===== src/rtl/i2c_cfg_pkg.sv =====
// Shared definitions for the I2C configuration register bank.
//   state_t  : target-side protocol FSM states
//   I2C_ACK  : SDA level for an acknowledge (pulled low)
//   I2C_NACK : SDA level for a not-acknowledge (released)
package i2c_cfg_pkg;

    typedef enum logic [3:0] {
        S_IDLE,
        S_ADDR,
        S_ADDR_ACK,
        S_PTR,
        S_PTR_ACK,
        S_WDATA,
        S_WDATA_ACK,
        S_RDATA,
        S_RDATA_ACK
    } state_t;

    localparam logic I2C_ACK  = 1'b0;
    localparam logic I2C_NACK = 1'b1;

endpackage


===== src/rtl/i2c_in_filter.sv =====
// Pad input conditioning: 2-FF synchroniser followed by a FILT-sample
// majority filter. Everything is preset to 1 (idle bus) by reset.
//   clk, rstn : clock, synchronous active-low reset
//   pad       : raw asynchronous pad input
//   filt      : synchronised, glitch-filtered level (registered)
module i2c_in_filter #(
    parameter int unsigned FILT = 3
) (
    input  logic clk,
    input  logic rstn,
    input  logic pad,
    output logic filt
);

    localparam int unsigned HW = (FILT > 1) ? FILT - 1 : 1;
    localparam int unsigned CW = $clog2(FILT + 1);

    logic          s1;
    logic          s2;
    logic [HW-1:0] hist;
    logic [FILT-1:0] taps_c;
    logic [CW-1:0] ones_c;
    logic          maj_c;

    // Window = newest synchronised sample plus FILT-1 previous ones.
    always_comb begin
        taps_c = FILT'({hist, s2});
        ones_c = '0;
        for (int unsigned i = 0; i < FILT; i++) begin
            ones_c = ones_c + CW'(taps_c[i]);
        end
        maj_c = (ones_c > CW'(FILT / 2));
    end

    always_ff @(posedge clk) begin
        if (!rstn) begin
            s1   <= 1'b1;
            s2   <= 1'b1;
            hist <= '1;
            filt <= 1'b1;
        end else begin
            s1   <= pad;
            s2   <= s1;
            hist <= HW'({hist, s2});
            filt <= maj_c;
        end
    end

endmodule


===== src/rtl/i2c_cfg_regbank.sv =====
// I2C target configuration register bank: N_OUT R/W config bytes with
// reset defaults and N_IN read-only status bytes behind an auto-incrementing
// register pointer.
//   clk, rstn : clock (>= 16x SCL), synchronous active-low reset
//   scl_i     : raw SCL pad input
//   sda_i     : raw SDA pad input
//   sda_t     : SDA tristate control (0 = pull low, 1 = release)
//   defaults  : per-byte reset values, byte k at [8k+7:8k]
//   cfg_o     : current config bytes, same packing
//   cfg_wr    : one-cycle write strobe per config byte
//   status_i  : status bytes, same packing
//   busy      : high between START and STOP
module i2c_cfg_regbank
    import i2c_cfg_pkg::*;
#(
    parameter logic [6:0]  DEV_ADDR = 7'h3C,
    parameter int unsigned N_OUT    = 12,
    parameter int unsigned N_IN     = 4,
    parameter int unsigned FILT     = 3
) (
    input  logic                 clk,
    input  logic                 rstn,
    input  logic                 scl_i,
    input  logic                 sda_i,
    output logic                 sda_t,
    input  logic [8*N_OUT-1:0]   defaults,
    output logic [8*N_OUT-1:0]   cfg_o,
    output logic [N_OUT-1:0]     cfg_wr,
    input  logic [8*N_IN-1:0]    status_i,
    output logic                 busy
);

    localparam int unsigned TOTAL = N_OUT + N_IN;

    logic       scl_f, sda_f;
    logic       scl_q, sda_q;
    logic       scl_rise_c, scl_fall_c, sda_rise_c, sda_fall_c;
    logic       start_c, stop_c;

    state_t     state;
    logic [2:0] bit_cnt;
    logic [6:0] rx;
    logic [7:0] tx;
    logic [6:0] ptr;
    logic       rw;
    logic       ack_drv;
    logic       mack;

    logic [7:0] byte_c;
    logic [6:0] ptr_inc_c;
    logic       ptr_in_cfg_c;
    logic [7:0] rd_byte_c;

    i2c_in_filter #(.FILT(FILT)) u_scl_filt (
        .clk  (clk),
        .rstn (rstn),
        .pad  (scl_i),
        .filt (scl_f)
    );

    i2c_in_filter #(.FILT(FILT)) u_sda_filt (
        .clk  (clk),
        .rstn (rstn),
        .pad  (sda_i),
        .filt (sda_f)
    );

    // Edge and bus-condition pulses on the filtered lines.
    assign scl_rise_c = scl_f & ~scl_q;
    assign scl_fall_c = ~scl_f & scl_q;
    assign sda_rise_c = sda_f & ~sda_q;
    assign sda_fall_c = ~sda_f & sda_q;
    assign start_c    = scl_f & sda_fall_c;
    assign stop_c     = scl_f & sda_rise_c;

    // Byte as it stands once the current SCL-rise bit is shifted in.
    assign byte_c = {rx, sda_f};

    assign ptr_inc_c    = (ptr == 7'(TOTAL - 1)) ? 7'd0 : ptr + 7'd1;
    assign ptr_in_cfg_c = ({1'b0, ptr} < 8'(N_OUT));

    // Read source: config byte, status byte, or 0xFF beyond the map.
    always_comb begin
        rd_byte_c = 8'hFF;
        for (int unsigned k = 0; k < N_OUT; k++) begin
            if (ptr == 7'(k)) rd_byte_c = cfg_o[8*k +: 8];
        end
        for (int unsigned j = 0; j < N_IN; j++) begin
            if (ptr == 7'(N_OUT + j)) rd_byte_c = status_i[8*j +: 8];
        end
    end

    // Protocol FSM, pointer and register array. ACK states use ack_drv to
    // split into the drive phase (first SCL fall) and release phase (second).
    always_ff @(posedge clk) begin
        if (!rstn) begin
            state   <= S_IDLE;
            sda_t   <= 1'b1;
            busy    <= 1'b0;
            cfg_wr  <= '0;
            ptr     <= '0;
            cfg_o   <= defaults;
            scl_q   <= 1'b1;
            sda_q   <= 1'b1;
            bit_cnt <= '0;
            rx      <= '0;
            tx      <= '1;
            rw      <= 1'b0;
            ack_drv <= 1'b0;
            mack    <= I2C_NACK;
        end else begin
            scl_q  <= scl_f;
            sda_q  <= sda_f;
            cfg_wr <= '0;

            if (start_c) begin
                state   <= S_ADDR;
                bit_cnt <= '0;
                busy    <= 1'b1;
                ack_drv <= 1'b0;
            end else if (stop_c) begin
                state   <= S_IDLE;
                sda_t   <= 1'b1;
                busy    <= 1'b0;
                ack_drv <= 1'b0;
            end else begin
                case (state)
                    S_IDLE: begin
                    end

                    S_ADDR: begin
                        if (scl_rise_c) begin
                            rx      <= byte_c[6:0];
                            bit_cnt <= bit_cnt + 3'd1;
                            if (bit_cnt == 3'd7) begin
                                if (byte_c[7:1] == DEV_ADDR) begin
                                    state   <= S_ADDR_ACK;
                                    rw      <= byte_c[0];
                                    ack_drv <= 1'b0;
                                end else begin
                                    state <= S_IDLE;
                                    sda_t <= 1'b1;
                                end
                            end
                        end
                    end

                    S_ADDR_ACK: begin
                        if (scl_fall_c) begin
                            if (!ack_drv) begin
                                sda_t   <= I2C_ACK;
                                ack_drv <= 1'b1;
                                // First read byte is fetched while the ACK is driven.
                                if (rw) begin
                                    tx  <= rd_byte_c;
                                    ptr <= ptr_inc_c;
                                end
                            end else begin
                                ack_drv <= 1'b0;
                                bit_cnt <= '0;
                                if (rw) begin
                                    state <= S_RDATA;
                                    sda_t <= tx[7];
                                end else begin
                                    state <= S_PTR;
                                    sda_t <= 1'b1;
                                end
                            end
                        end
                    end

                    S_PTR: begin
                        if (scl_rise_c) begin
                            rx      <= byte_c[6:0];
                            bit_cnt <= bit_cnt + 3'd1;
                            if (bit_cnt == 3'd7) begin
                                ptr <= byte_c[6:0];
                                if (byte_c < 8'(TOTAL)) begin
                                    state   <= S_PTR_ACK;
                                    ack_drv <= 1'b0;
                                end else begin
                                    state <= S_IDLE;
                                end
                            end
                        end
                    end

                    S_PTR_ACK, S_WDATA_ACK: begin
                        if (scl_fall_c) begin
                            if (!ack_drv) begin
                                sda_t   <= I2C_ACK;
                                ack_drv <= 1'b1;
                            end else begin
                                sda_t   <= 1'b1;
                                ack_drv <= 1'b0;
                                bit_cnt <= '0;
                                state   <= S_WDATA;
                            end
                        end
                    end

                    S_WDATA: begin
                        if (scl_rise_c) begin
                            rx      <= byte_c[6:0];
                            bit_cnt <= bit_cnt + 3'd1;
                            if (bit_cnt == 3'd7) begin
                                if (ptr_in_cfg_c) begin
                                    for (int unsigned k = 0; k < N_OUT; k++) begin
                                        if (ptr == 7'(k)) begin
                                            cfg_o[8*k +: 8] <= byte_c;
                                            cfg_wr[k]       <= 1'b1;
                                        end
                                    end
                                    ptr     <= ptr_inc_c;
                                    state   <= S_WDATA_ACK;
                                    ack_drv <= 1'b0;
                                end else begin
                                    state <= S_IDLE;
                                end
                            end
                        end
                    end

                    S_RDATA: begin
                        if (scl_fall_c) begin
                            sda_t <= tx[6];
                            tx    <= {tx[6:0], 1'b1};
                        end else if (scl_rise_c) begin
                            bit_cnt <= bit_cnt + 3'd1;
                            if (bit_cnt == 3'd7) begin
                                state   <= S_RDATA_ACK;
                                ack_drv <= 1'b0;
                            end
                        end
                    end

                    S_RDATA_ACK: begin
                        if (scl_fall_c) begin
                            if (!ack_drv) begin
                                sda_t   <= 1'b1;
                                ack_drv <= 1'b1;
                            end else begin
                                ack_drv <= 1'b0;
                                if (mack == I2C_ACK) begin
                                    tx      <= rd_byte_c;
                                    sda_t   <= rd_byte_c[7];
                                    ptr     <= ptr_inc_c;
                                    bit_cnt <= '0;
                                    state   <= S_RDATA;
                                end else begin
                                    state <= S_IDLE;
                                end
                            end
                        end else if (scl_rise_c && ack_drv) begin
                            mack <= sda_f;
                        end
                    end

                    default: state <= S_IDLE;
                endcase
            end
        end
    end

endmodule


===== config.mk =====
export PLATFORM = sky130hd
export DESIGN_NAME = i2c_cfg_regbank
export DESIGN_NICKNAME = d
export VERILOG_FILES = /design/src/rtl/i2c_cfg_pkg.sv /design/src/rtl/i2c_in_filter.sv /design/src/rtl/i2c_cfg_regbank.sv
export SDC_FILE = /design/constraint.sdc
export NUM_CORES = 1
export LEC_CHECK = 0
export ABC_AREA = 1
export CELL_PAD_IN_SITES_DETAIL_PLACEMENT = 0
export CELL_PAD_IN_SITES_GLOBAL_PLACEMENT = 2
export CORE_ASPECT_RATIO = 0.8
export CORE_MARGIN = 2
export CORE_UTILIZATION = 26
export DETAILED_ROUTE_END_ITERATION = 10
export PLACE_DENSITY = 0.81
export SYNTH_ARGS = -nofsm -noshare
export SYNTH_HDL_FRONTEND = slang
export SYNTH_HIERARCHICAL = 1
export SYNTH_SLANG_ARGS = --single-unit

===== constraint.sdc =====
create_clock -name clk -period 2.73 [get_ports clk]
set_input_delay 0.273 -clock clk [delete_from_list [all_inputs] [get_ports clk]]
set_output_delay 0.273 -clock clk [all_outputs]
set_load 0.03 [all_outputs]

## Word level (Yosys, flattened, before mapping)

Cells that the tools add are included.

| storage, ports and cells | value |
|---|---|
| register bits after elaboration | 154 |
| latch bits | 0 |
| RAM bits | 0 |
| bits in read-only memories | 0 |
| bits of input ports | 132 |
| output and inout bits | 110 |
| word-level logic and storage cells | 323 |
| memories kept | 0 |

| operators by class | value |
|---|---|
| add/sub/neg operators | 6 |
| multipliers | 0 |
| divide/modulo/power cells | 0 |
| magnitude comparators | 4 |
| eq/ne operators | 92 |
| shifts and indexed selects | 0 |
| multiplexer cells | 130 |
| bitwise logic cells | 19 |
| reductions and logical operators | 38 |

Operators with widths:

| cell | count |
|---|---|
| 96-bit 2-to-1 mux | 7 |
| 8-bit 2-to-1 mux | 35 |
| 7-bit 2-to-1 mux | 12 |
| 7-bit AND reduction | 12 |
| 4-bit inequality test (second input constant) | 16 |
| 4-bit 2-to-1 mux | 15 |
| 7-bit by 4-bit == test with 1-bit output (second input constant) | 8 |
| 2-bit inequality test (second input constant) | 24 |
| 1-bit 2-to-1 mux | 43 |
| 2-bit by 1-bit inequality test with 1-bit output (second input constant) | 19 |
| 3-bit 2-to-1 mux | 11 |
| 4-bit one-hot mux with 8 select lines | 1 |
| 16-bit AND reduction | 2 |
| 7-bit by 3-bit == test with 1-bit output (second input constant) | 4 |
| 7-bit one-hot mux with 4 select lines | 1 |
| 14-bit AND reduction | 2 |
| 3-bit inequality test (second input constant) | 8 |
| 8-bit one-hot mux with 3 select lines | 1 |
| 10-bit AND reduction | 2 |
| 4-bit by 3-bit == test with 1-bit output (second input constant) | 4 |
| 7-bit by 2-bit == test with 1-bit output (second input constant) | 2 |
| 1-bit NOT | 13 |
| 3-bit one-hot mux with 4 select lines | 1 |
| 1-bit one-hot mux with 5 select lines | 2 |
| other kinds (31) | 44 |

## Longest topological paths before layout

Gate-level depths: netlist (run 1).

| depth | value |
|---|---|
| depth in word-level cells | 22 |
| gate-level depth with buffers | 25 |

## Modules after synthesis

The synthesis (run 1) kept the hierarchy.

Modules (own cells, without submodules):

| module | instances | cells each | area each (sq um) | sequential area each (sq um) |
|---|---|---|---|---|
| i2c_cfg_regbank | 1 | 1,016 | 7,668.6 | 3,843.7 |
| i2c_in_filter | 2 | 17 | 155.1 | 100.1 |

## Worst setup path after synthesis (run 1)

Ideal clock, no wire load.

| timing | value |
|---|---|
| kind | reg-to-reg |
| start | register bit_cnt[0] |
| end | register cfg_o[16] (enable) |
| library setup time | 384 ps |
| arrival | 2,024 ps |
| required time | 2,346 ps |
| slack | 322 ps |
| cell stages (with the launch flop) | 8 |
| path buffers | 1 |
| period minus slack after synthesis | 2,408 ps |
| cell sequence | dfxtp_1 -> ha_1 -> ha_1 -> inv_1 -> nor3_1 -> nand2_1 -> clkbuf_1 -> o21ai_0 |

| between the ends | value |
|---|---|
| word-level cells in the longest chain between the ends | 3 |

RTL lines:

| element | line | text |
|---|---|---|
| start: declaration | i2c_cfg_regbank.sv:41 | `logic [2:0] bit_cnt;` |
| start signal: assignment | i2c_cfg_regbank.sv:134 | `bit_cnt <= bit_cnt + 3'd1;` |
| start signal: assignment | i2c_cfg_regbank.sv:175 | `bit_cnt <= bit_cnt + 3'd1;` |
| start signal: assignment | i2c_cfg_regbank.sv:205 | `bit_cnt <= bit_cnt + 3'd1;` |
| 3-bit == test | i2c_cfg_regbank.sv:206 | `if (bit_cnt == 3'd7) begin` |
| 2-bit by 1-bit inequality test with 1-bit output (no line) | -- |  |
| 7-bit AND reduction (no line) | -- |  |
| end signal: assignment | i2c_cfg_regbank.sv:102 | `cfg_o <= defaults;` |
| end signal: indexed assignment | i2c_cfg_regbank.sv:210 | `cfg_o[8*k +: 8] <= byte_c;` |
| end: declaration | i2c_cfg_regbank.sv:27 | `output logic [8*N_OUT-1:0] cfg_o,` |

No other way between the ends.
A chain may end at the register's enable or synchronous reset.

## Worst setup path after layout (run 1)

| timing | value |
|---|---|
| start | register ptr[5] |
| end | register tx[2] |

| between the ends | value |
|---|---|
| word-level cells in the longest chain between the ends | 21 |
| elaborated cells on any way between the ends | 39 |
| those cells by class | eq/ne: 15; mux: 23; reduce/logical: 1 |

RTL lines:

| element | line | text |
|---|---|---|
| start: declaration | i2c_cfg_regbank.sv:44 | `logic [6:0] ptr;` |
| start signal: assignment | i2c_cfg_regbank.sv:156 | `ptr <= ptr_inc_c;` |
| start signal: assignment | i2c_cfg_regbank.sv:177 | `ptr <= byte_c[6:0];` |
| start signal: assignment | i2c_cfg_regbank.sv:214 | `ptr <= ptr_inc_c;` |
| 7-bit logical NOT | i2c_cfg_regbank.sv:86 | `if (ptr == 7'(k)) rd_byte_c = cfg_o[8*k +: 8];` |
| 8-bit 2-to-1 mux (12 in a row) | i2c_cfg_regbank.sv:86 |  |
| 8-bit 2-to-1 mux (3 in a row) | i2c_cfg_regbank.sv:89 | `if (ptr == 7'(N_OUT + j)) rd_byte_c = status_i[8*j +: 8];` |
| 8-bit 2-to-1 mux * | i2c_cfg_regbank.sv:89 |  |
| 8-bit 2-to-1 mux (on tied branches) | i2c_cfg_regbank.sv:244, i2c_cfg_regbank.sv:154 |  |
| 8-bit 2-to-1 mux (on tied branches) | i2c_cfg_regbank.sv:239, i2c_cfg_regbank.sv:150 |  |
| 8-bit 2-to-1 mux (on tied branches) | i2c_cfg_regbank.sv:238, i2c_cfg_regbank.sv:149 |  |
| 8-bit one-hot mux with 3 select lines * | i2c_cfg_regbank.sv:127 | `case (state)` |
| end signal: assignment | i2c_cfg_regbank.sv:155 | `tx <= rd_byte_c;` |
| end signal: assignment | i2c_cfg_regbank.sv:227 | `tx <= {tx[6:0], 1'b1};` |
| end signal: assignment | i2c_cfg_regbank.sv:245 | `tx <= rd_byte_c;` |
| end: declaration | i2c_cfg_regbank.sv:43 | `logic [7:0] tx;` |

Every way passes the cells marked *; elsewhere a longest branch is shown, timed or not. The select of a mux whose other input is x is not followed.

==> impl_metrics.toml, run 1 <==
[run_status]
status = "finished, final reports clean"

[floorplan]
start_util_pct = 26.3
die_x_um = 200
die_h_um = 161
rows = 57
io_pins = 242
core_area_um2 = 30300
die_area_um2 = 32100

[pwr]
swShare_pct = 36.4
p_int_mw = 5.11
power_switching_mw = 2.92
vdd_ir_drop_max_v = 0.000400
pwr-share-clk_pct = 28.6
comb_power_share_pct = 35.8
p_leak_nw = 5.17
totalPowerFinal_mw = 8.03
p_seq_share_pct = 35.7
powerDensity_nw_per_um2 = 676

[cts]
path_clk_slew_ns = 0.06
cts_buffers = 17
cts_tree = "done"
htreeDepth = 4
cts-root-buf = "clkbuf_16"
clock_latency_ns = 0.43
clock_sinks = 154
cts.path.max_buffers = 2

[timing]
skew_ns = 0.00633
setup_viol = 0
period_share_pct = 92.7
max_freq_mhz = 395
min_period_ns = 2.53
tightest_slew_ns = 0.886
slew_headroom_pct = 40.8
hold_violations = 0
report.final.slew_viol_count = 0

[worst_setup_path]
worst_setup_path_start_kind = "flop"
startpoint = "ptr[5]$_SDFFE_PN0P_"
r2r_start = "ptr[5]$_SDFFE_PN0P_"
ff2ff_setup_slack_ns = 0.20
critPathKind = "flop to flop"
endpoint = "tx[2]$_SDFFE_PN1P_"
rr_endpoint = "tx[2]$_SDFFE_PN1P_"
end_kind = "flop"
crit_arrival_ns = 2.85
path_max_fanout = 8
required_ns = 3.05
r2r_cells = 21

[yosys]
synthesis.area_um2 = 7980
synthArstFlopShare_pct = 0
syn_avg_cell_area_um2 = 7.60
syn-num-nets = 1190
syn_inst = 1050
synthFlopType = "edfxtp_1"
ys.warnings.count = 6
synth-seq-cells = 154
synth_edf_count = 96
yosysSeqAreaShare_pct = 50.7
synth_cell_types = 43

[layout]
syn2layout_area_growth_pct = 48.8
fillers = 3139
nets = 1466
drive_gt1_share_pct = 11.7
final_area_um2 = 11900

[route]
drc = 0
finalWirelength_um = 32200
first_pass_iters = 5
route.vias.total = 8041
final_antenna_net_count = 0
viasPerCell = 4.59
drt_iter0_drc = 686
wl_per_cell_um = 18.4

[grt]
grt_max_degree = 119
grt_pass1_vias = 7735
grt_pass1_wl_um = 47300
grt_overflow_total = 0
antenna_found_initial = 3
track_usage_pct = 19.9

[placed_design]
hpwlAfterDp_um = 23800
gp_congestion = 0.879
numPortBuffers = 241
placed_area_um2 = 11000

[job]
drv_cap = 0

[hold_path]
hold_class = "input pin to flop"
==> metal layers <==
metal  vias up  GRT usage (%)  share of wire (%)
met4         2           3.80                1.0
met1      3706           30.4                 49
li1       3963              -                  -
met3        22           5.08                8.6
met5         -              0              0.040
met2       348           28.1                 41
==> stage by stage <==
step | setup TNS [ns] | instances | setup WS [ns] | hold WS, ns | util [%]
finish | 0 | 1753 | 0.199 | 0.253 | 39.2
global route | -0.0731 | 1752 | -0.0437 | 0.276 | 39.2
CTS | 0 | 1732 | 0.00618 | 0.236 | 38.2
detailed placement | -0.0529 | 1700 | -0.0507 | 0.389 | 36.4
global placement | 0 | 1700 | 0.00469 | 0.384 | 36.4
floorplan | 0 | 1050 | 0.322 | 0.342 | -
==> sequential cells by signal (all words and copies together) (netlist names), 2 cells and up <==
register and count:
u_scl_filt/hist 2, tx 8, rx 7, u_sda_filt/hist 2, cfg_o 96, state 4, bit_cnt 3, ptr 7
cfg_wr 12
==> power groups by stage <==
stage | logic (mW) | clock network (mW) | registers (mW)
final | 2.88 | 2.29 | 2.86
after global routing | 3.22 | 2.42 | 2.88
after CTS | 2.69 | 2.34 | 2.85
after detailed placement | 2.66 | 0 | 2.90
after global placement | 2.67 | 0 | 2.90
after floorplan | 1.46 | 0 | 3.02
==> cell type report <==
type / instances / area [um^2] / area share, %
multi-input combinational: 750 / 3490 / 29.4
antenna: 1 / 2.50 / 0.0211
inverter: 105 / 407 / 3.42
clock inverter: 10 / 95.1 / 0.801
clock buffer: 22 / 464 / 3.91
timing repair buffer: 298 / 2850 / 24.0
tap: 413 / 517 / 4.35
sequential: 154 / 4050 / 34.1
==> Yosys cell counts, types with 4 or more instances <==
cell type,count,share of area (%)
nor3_1,20,1.3
nor2_1,118,5.6
a31oi_1,4,0.31
o211ai_1,6,0.56
nand4_1,6,0.47
nand2_1,372,18
o21ai_0,51,3.2
inv_1,98,4.6
ha_1,8,1.3
nand3_1,29,1.8
buf_2,5,0.31
or2_2,23,1.8
clkbuf_1,34,1.6
a211oi_1,5,0.47
dfxtp_1,58,15
a21oi_1,76,4.8
clkinv_1,4,0.19
edfxtp_1,96,36
==> how the worst min path moves through the flow <==
stage                               end  slack, ns  depth (start not counted)                     start
2_1_floorplan  u_scl_filt/s1$_SDFF_PN1_       0.34                          1                      rstn
3_3_place_gp   u_scl_filt/s2$_SDFF_PN1_       0.38                          2  u_scl_filt/s1$_SDFF_PN1_
3_5_place_dp   u_sda_filt/s2$_SDFF_PN1_       0.39                          2  u_sda_filt/s1$_SDFF_PN1_
4_1_cts        u_scl_filt/s1$_SDFF_PN1_       0.24                          2                      rstn
5_1_grt                scl_q$_SDFF_PN1_       0.28                          2                      rstn
6_report       u_scl_filt/s1$_SDFF_PN1_       0.25                          2                      rstn
==> repair_timing <==
action | in CTS | in global routing
pin swaps | 0 | 16
buffers inserted | 0 | 20
resized for setup | 3 | 52
hold buffers | 0 | 0
setup endpoints to repair | 4 | 9
==> logic make-up (layout without fill, tap and decap cells) <==
kind of cell | Yosys count | in the layout | share of synthesized area, %
xor+xnor | 2 | 2 | 0.220
flops | 154 | 154 | 50.7
other cells | 0 | 1 | 0
compound gates | 156 | 156 | 10.7
fa+ha+maj | 8 | 8 | 1.25
simple gates | 584 | 584 | 30.0
buf+inv | 146 | 435 | 7.12
==> worst max-delay path, stage by stage (launching register included) <==
cell and delay, ns:
dfxtp_1 0.32, nor2_2 0.15, nand2_4 0.15, nor2_4 0.11
inv_2 0.06, nor2_4 0.17, clkinvlp_4 0.19, buf_4 0.19
nor2_2 0.07, nor2_1 0.04, nand2_1 0.06, nand2_1 0.06
nand3_1 0.10, nand2_1 0.08, nand2_1 0.11, nand3_1 0.09
nand4_1 0.13, nand3_1 0.07, nand2_1 0.06, nand2_1 0.06
nand2_1 0.09, nand2_1 0.05
==> cell usage in the layout, fill, tap and decap left out, types with 2 or more instances in the layout <==
cell,instances
clkinv_1,4
clkbuf_16,17
clkbuf_8,2
a2111oi_0,3
dfxtp_4,2
clkbuf_1,3
o21ai_2,2
or2_0,3
inv_1,88
nor3_1,19
o21ai_0,49
buf_4,55
o211ai_1,6
clkinv_2,2
nor2_4,8
o22ai_1,2
ha_1,6
clkdlybuf4s50_1,240
a211oi_1,5
o221ai_1,2
nand3_1,29
nand4_1,6
nor2_2,5
inv_2,9
dfxtp_1,54
inv_4,3
a21oi_1,76
nor2_1,110
or2_2,23
nand2_2,6
edfxtp_1,96
dfxtp_2,2
nor4_1,2
a31oi_1,4
nand2_1,364
nand2_4,3
clkinvlp_4,5
clkinv_4,3
(Power assumes the default switching activity.)
==> run 2: changes to the inputs <==
Settings changed: CTS_BUF_LIST from default to sky130_fd_sc_hd__clkbuf_8 sky130_fd_sc_hd__clkbuf_16, SYNTH_HIERARCHICAL 1 to default.
==> run 2 against run 1 <==
  * Critical path depth decreased by 1
  * Non-clock buffer count decreased by 6
  * Worst setup slack got worse by 0.030 ns
  * Global-route usage decreased by 0.21 points
  * Combinational power increased by 30%
  * Sequential share of layout area increased by 0.61 points
  * Flip-flop and latch count unchanged
  * Final area decreased by 1.9%
  * Core utilization increased by 0.30 points
  * Synthesized cell count decreased by 4.3%
  * Count of clock-buffer cells in the layout decreased by 5
  * Largest cell class unchanged
  * Largest power group unchanged
==> impl_metrics.toml, run 2 <==
[run_status]
status = "finished, final reports clean"

[layout]
drive_gt1_share_pct = 11.3
regMostFlops = "cfg_o"
layout_common_cells = "nand2_1, clkdlybuf4s50_1, nor2_1"
reg.largest.list = "cfg_o: 96 flops, cfg_wr: 12 flops, tx: 8 flops"
syn2layout_area_growth_pct = 48.4
largest_reg_flops = 96
fillers = 3058
final_common_cell = "nand2_1"
nets = 1419
antennaDiodeCount = 0
final_area_um2 = 11600

[timing]
setup_viol = 0
max_freq_mhz = 391
report.final.slew_viol_count = 0
skew_ns = 0.0142
period_share_pct = 93.8
hold_violations = 0
fin_ws_ns = 0.169
fin_tns_setup_ns = 0
hold_slack_ns = 0.411
slew_headroom_pct = 44.4
min_period_ns = 2.56
tightest_slew_ns = 0.832

[placed_design]
numPortBuffers = 241
hpwlAfterDp_um = 24200
gp_congestion = 0.920
placed_area_um2 = 11000
post-place-ws_ns = 0.0616

[hold_path]
whs_path_depth = 2
hold_class = "input pin to flop"

[worst_setup_path]
r2r_cells = 20
slowest_delay_ns = 0.38
cpMaxStageDelayCell = "dfxtp_1"
crit_family = "simple AND/OR/NAND/NOR gates"
critPathKind = "flop to flop"
required_ns = 3.05
crit_arrival_ns = 2.88
crit_chain = "clkinvlp_4, nand3_4, nor2_1, buf_4, nor3_1, o21ai_1, o211ai_1, nand2_1, nand2_1, nand2_1, o211ai_1, nand2_1, nand2_1, nand2_1, nand3_1, nand2_1, nand2_1, nand2_1, nand2_1, nand2_1"
path_depth = 20
worst_setup_path_start_kind = "flop"
end_kind = "flop"
crit_path_frequent_cell = "nand2_1"
path_buf_inv = 2
path_max_fanout = 7

[grt]
antenna_found_initial = 0
track_usage_pct = 19.7
grt_pass1_vias = 7610
grt_overflow_total = 0
grt_pass1_wl_um = 46700
grt_max_degree = 59

[route]
drc = 0
maxUsedRoutingLayer = "met4"
dr_wl_met2_um = 13300
drt_iter0_drc = 643
first_pass_iters = 5
met3_length_um = 2780
wl_per_cell_um = 18.7
finalWirelength_um = 31700
final_antenna_net_count = 0
route.vias.total = 7880
wl_met1_um = 15300
viasPerCell = 4.64

[yosys]
synthArstFlopShare_pct = 0
muxShareOfSynthArea_pct = 0
yosysSeqAreaShare_pct = 51.5
synth_top_area_cell = "edfxtp_1"
synth_compound_area_share_pct = 11.1
synthTopCellsByCount = "nand2_1, nor2_1, edfxtp_1, a21oi_1, inv_1"
syn-num-nets = 1145
synthesis.area_um2 = 7850
synth-seq-cells = 154
syn_inst = 1005
synthTopCellsByArea = "edfxtp_1, nand2_1, dfxtp_1, nor2_1, a21oi_1"
yosys.area_share.adder_pct = 1.28
synthFlopType = "edfxtp_1"
yosys.area.top_type_share_pct = 36.7
synth_edf_count = 96
synth_top_family_by_area = "simple AND/OR/NAND/NOR gates"
post-synth-top-count-cell = "nand2_1"
ys.warnings.count = 0
synth_cell_types = 44
synthSimpleGateAreaFrac_pct = 29.6
synth_xor_area_share_pct = 0.558
syn_avg_cell_area_um2 = 7.81

[cts]
clock_latency_ns = 0.42
htreeDepth = 4
clock_sinks = 154
cts_tree = "done"
cts.path.max_buffers = 2
path_clk_slew_ns = 0.07
cts-root-buf = "clkbuf_16"
cts_buffers = 17

[pwr]
powerDensity_nw_per_um2 = 766
vdd_ir_drop_max_v = 0.000453
p_leak_nw = 4.95

[floorplan]
die_x_um = 198
rows = 56
die_area_um2 = 31600
io_pins = 242
core_area_um2 = 29500
start_util_pct = 26.6
die_h_um = 159

[job]
drv_cap = 0
[run 2: cell types whose count changed in the layout (fill, tap and decap cells not counted), sizes merged, moves of 6 or more]
cell    previous run  this run
buf               58        50
clkinv             9         3
o21ai             52        43
nand2            373       346
a21oi             76        86
o211ai             6        12
inv              100        92
[run 2: final cells by class]
cell class              instances  area [um^2]  area share, %
well taps                     406          508           4.36
clock buffers                  17          425           3.65
multi-input cells             730         3380           29.0
clock inverters                15          136           1.17
repair buffers                292         2820           24.2
flip-flops and latches        154         4050           34.7
inverters                      84          328           2.81
[run 2: per-layer routing]
metal	global-route usage, %	vias up
met5	0	-
met4	3.59	0
met3	5.15	20
met2	28.7	358
met1	29.2	3654
li1	-	3848
[run 2: worst reg2reg max path: stages (launching register included)]
cell and delay (ns):
dfxtp_1 0.38, clkinvlp_4 0.19, nand3_4 0.18, nor2_1 0.06, buf_4 0.15, nor3_1 0.19
o21ai_1 0.12, o211ai_1 0.13, nand2_1 0.12, nand2_1 0.10, nand2_1 0.07, o211ai_1 0.14
nand2_1 0.11, nand2_1 0.10, nand2_1 0.08, nand3_1 0.08, nand2_1 0.05, nand2_1 0.05
nand2_1 0.05, nand2_1 0.06, nand2_1 0.05
[run 2: cell families after synthesis]
family	Yosys count
fa+ha+maj	8
buf+inv	121
compound gates	157
simple gates	560
flops	154
xor+xnor	5
[run 2: final timing paths]
| check | slack [ns] | startpoint | endpoint |
|---|---|---|---|
| setup / recovery | 0.17 | ptr[4]$_SDFFE_PN0P_ | tx[3]$_SDFFE_PN1P_ |
| hold / removal | 0.41 | scl_i | u_scl_filt.s1$_SDFF_PN1_ |
| setup reg to reg | 0.17 | ptr[4]$_SDFFE_PN0P_ | tx[3]$_SDFFE_PN1P_ |
| hold reg to reg | 0.42 | u_sda_filt.s1$_SDFF_PN1_ | u_sda_filt.s2$_SDFF_PN1_ |
[run 2: metrics by stage]
step,total power [mW],utilization (%),std cells
final,8.92,39.5,1698
after global routing,9.48,39.5,1698
after CTS,8.85,39.1,1690
after detailed placement,6.52,37.2,1658
after global placement,6.56,37.2,1658
after floorplan,5.13,-,1005
[run 2: what timing repair did]
item | CTS | global route
buffers inserted | 0 | 8
setup endpoints to repair | 0 | 9
hold buffers | 0 | 0
resized for setup | 0 | 20
[run 2: power by group]
part / leakage (nW) / switching (mW) / internal [mW]
Combinational: 3.23 / 2.37 / 1.36
Sequential: 1.44 / 0.171 / 2.70
Clock: 0.278 / 1.11 / 1.20
Total: 4.95 / 3.65 / 5.27
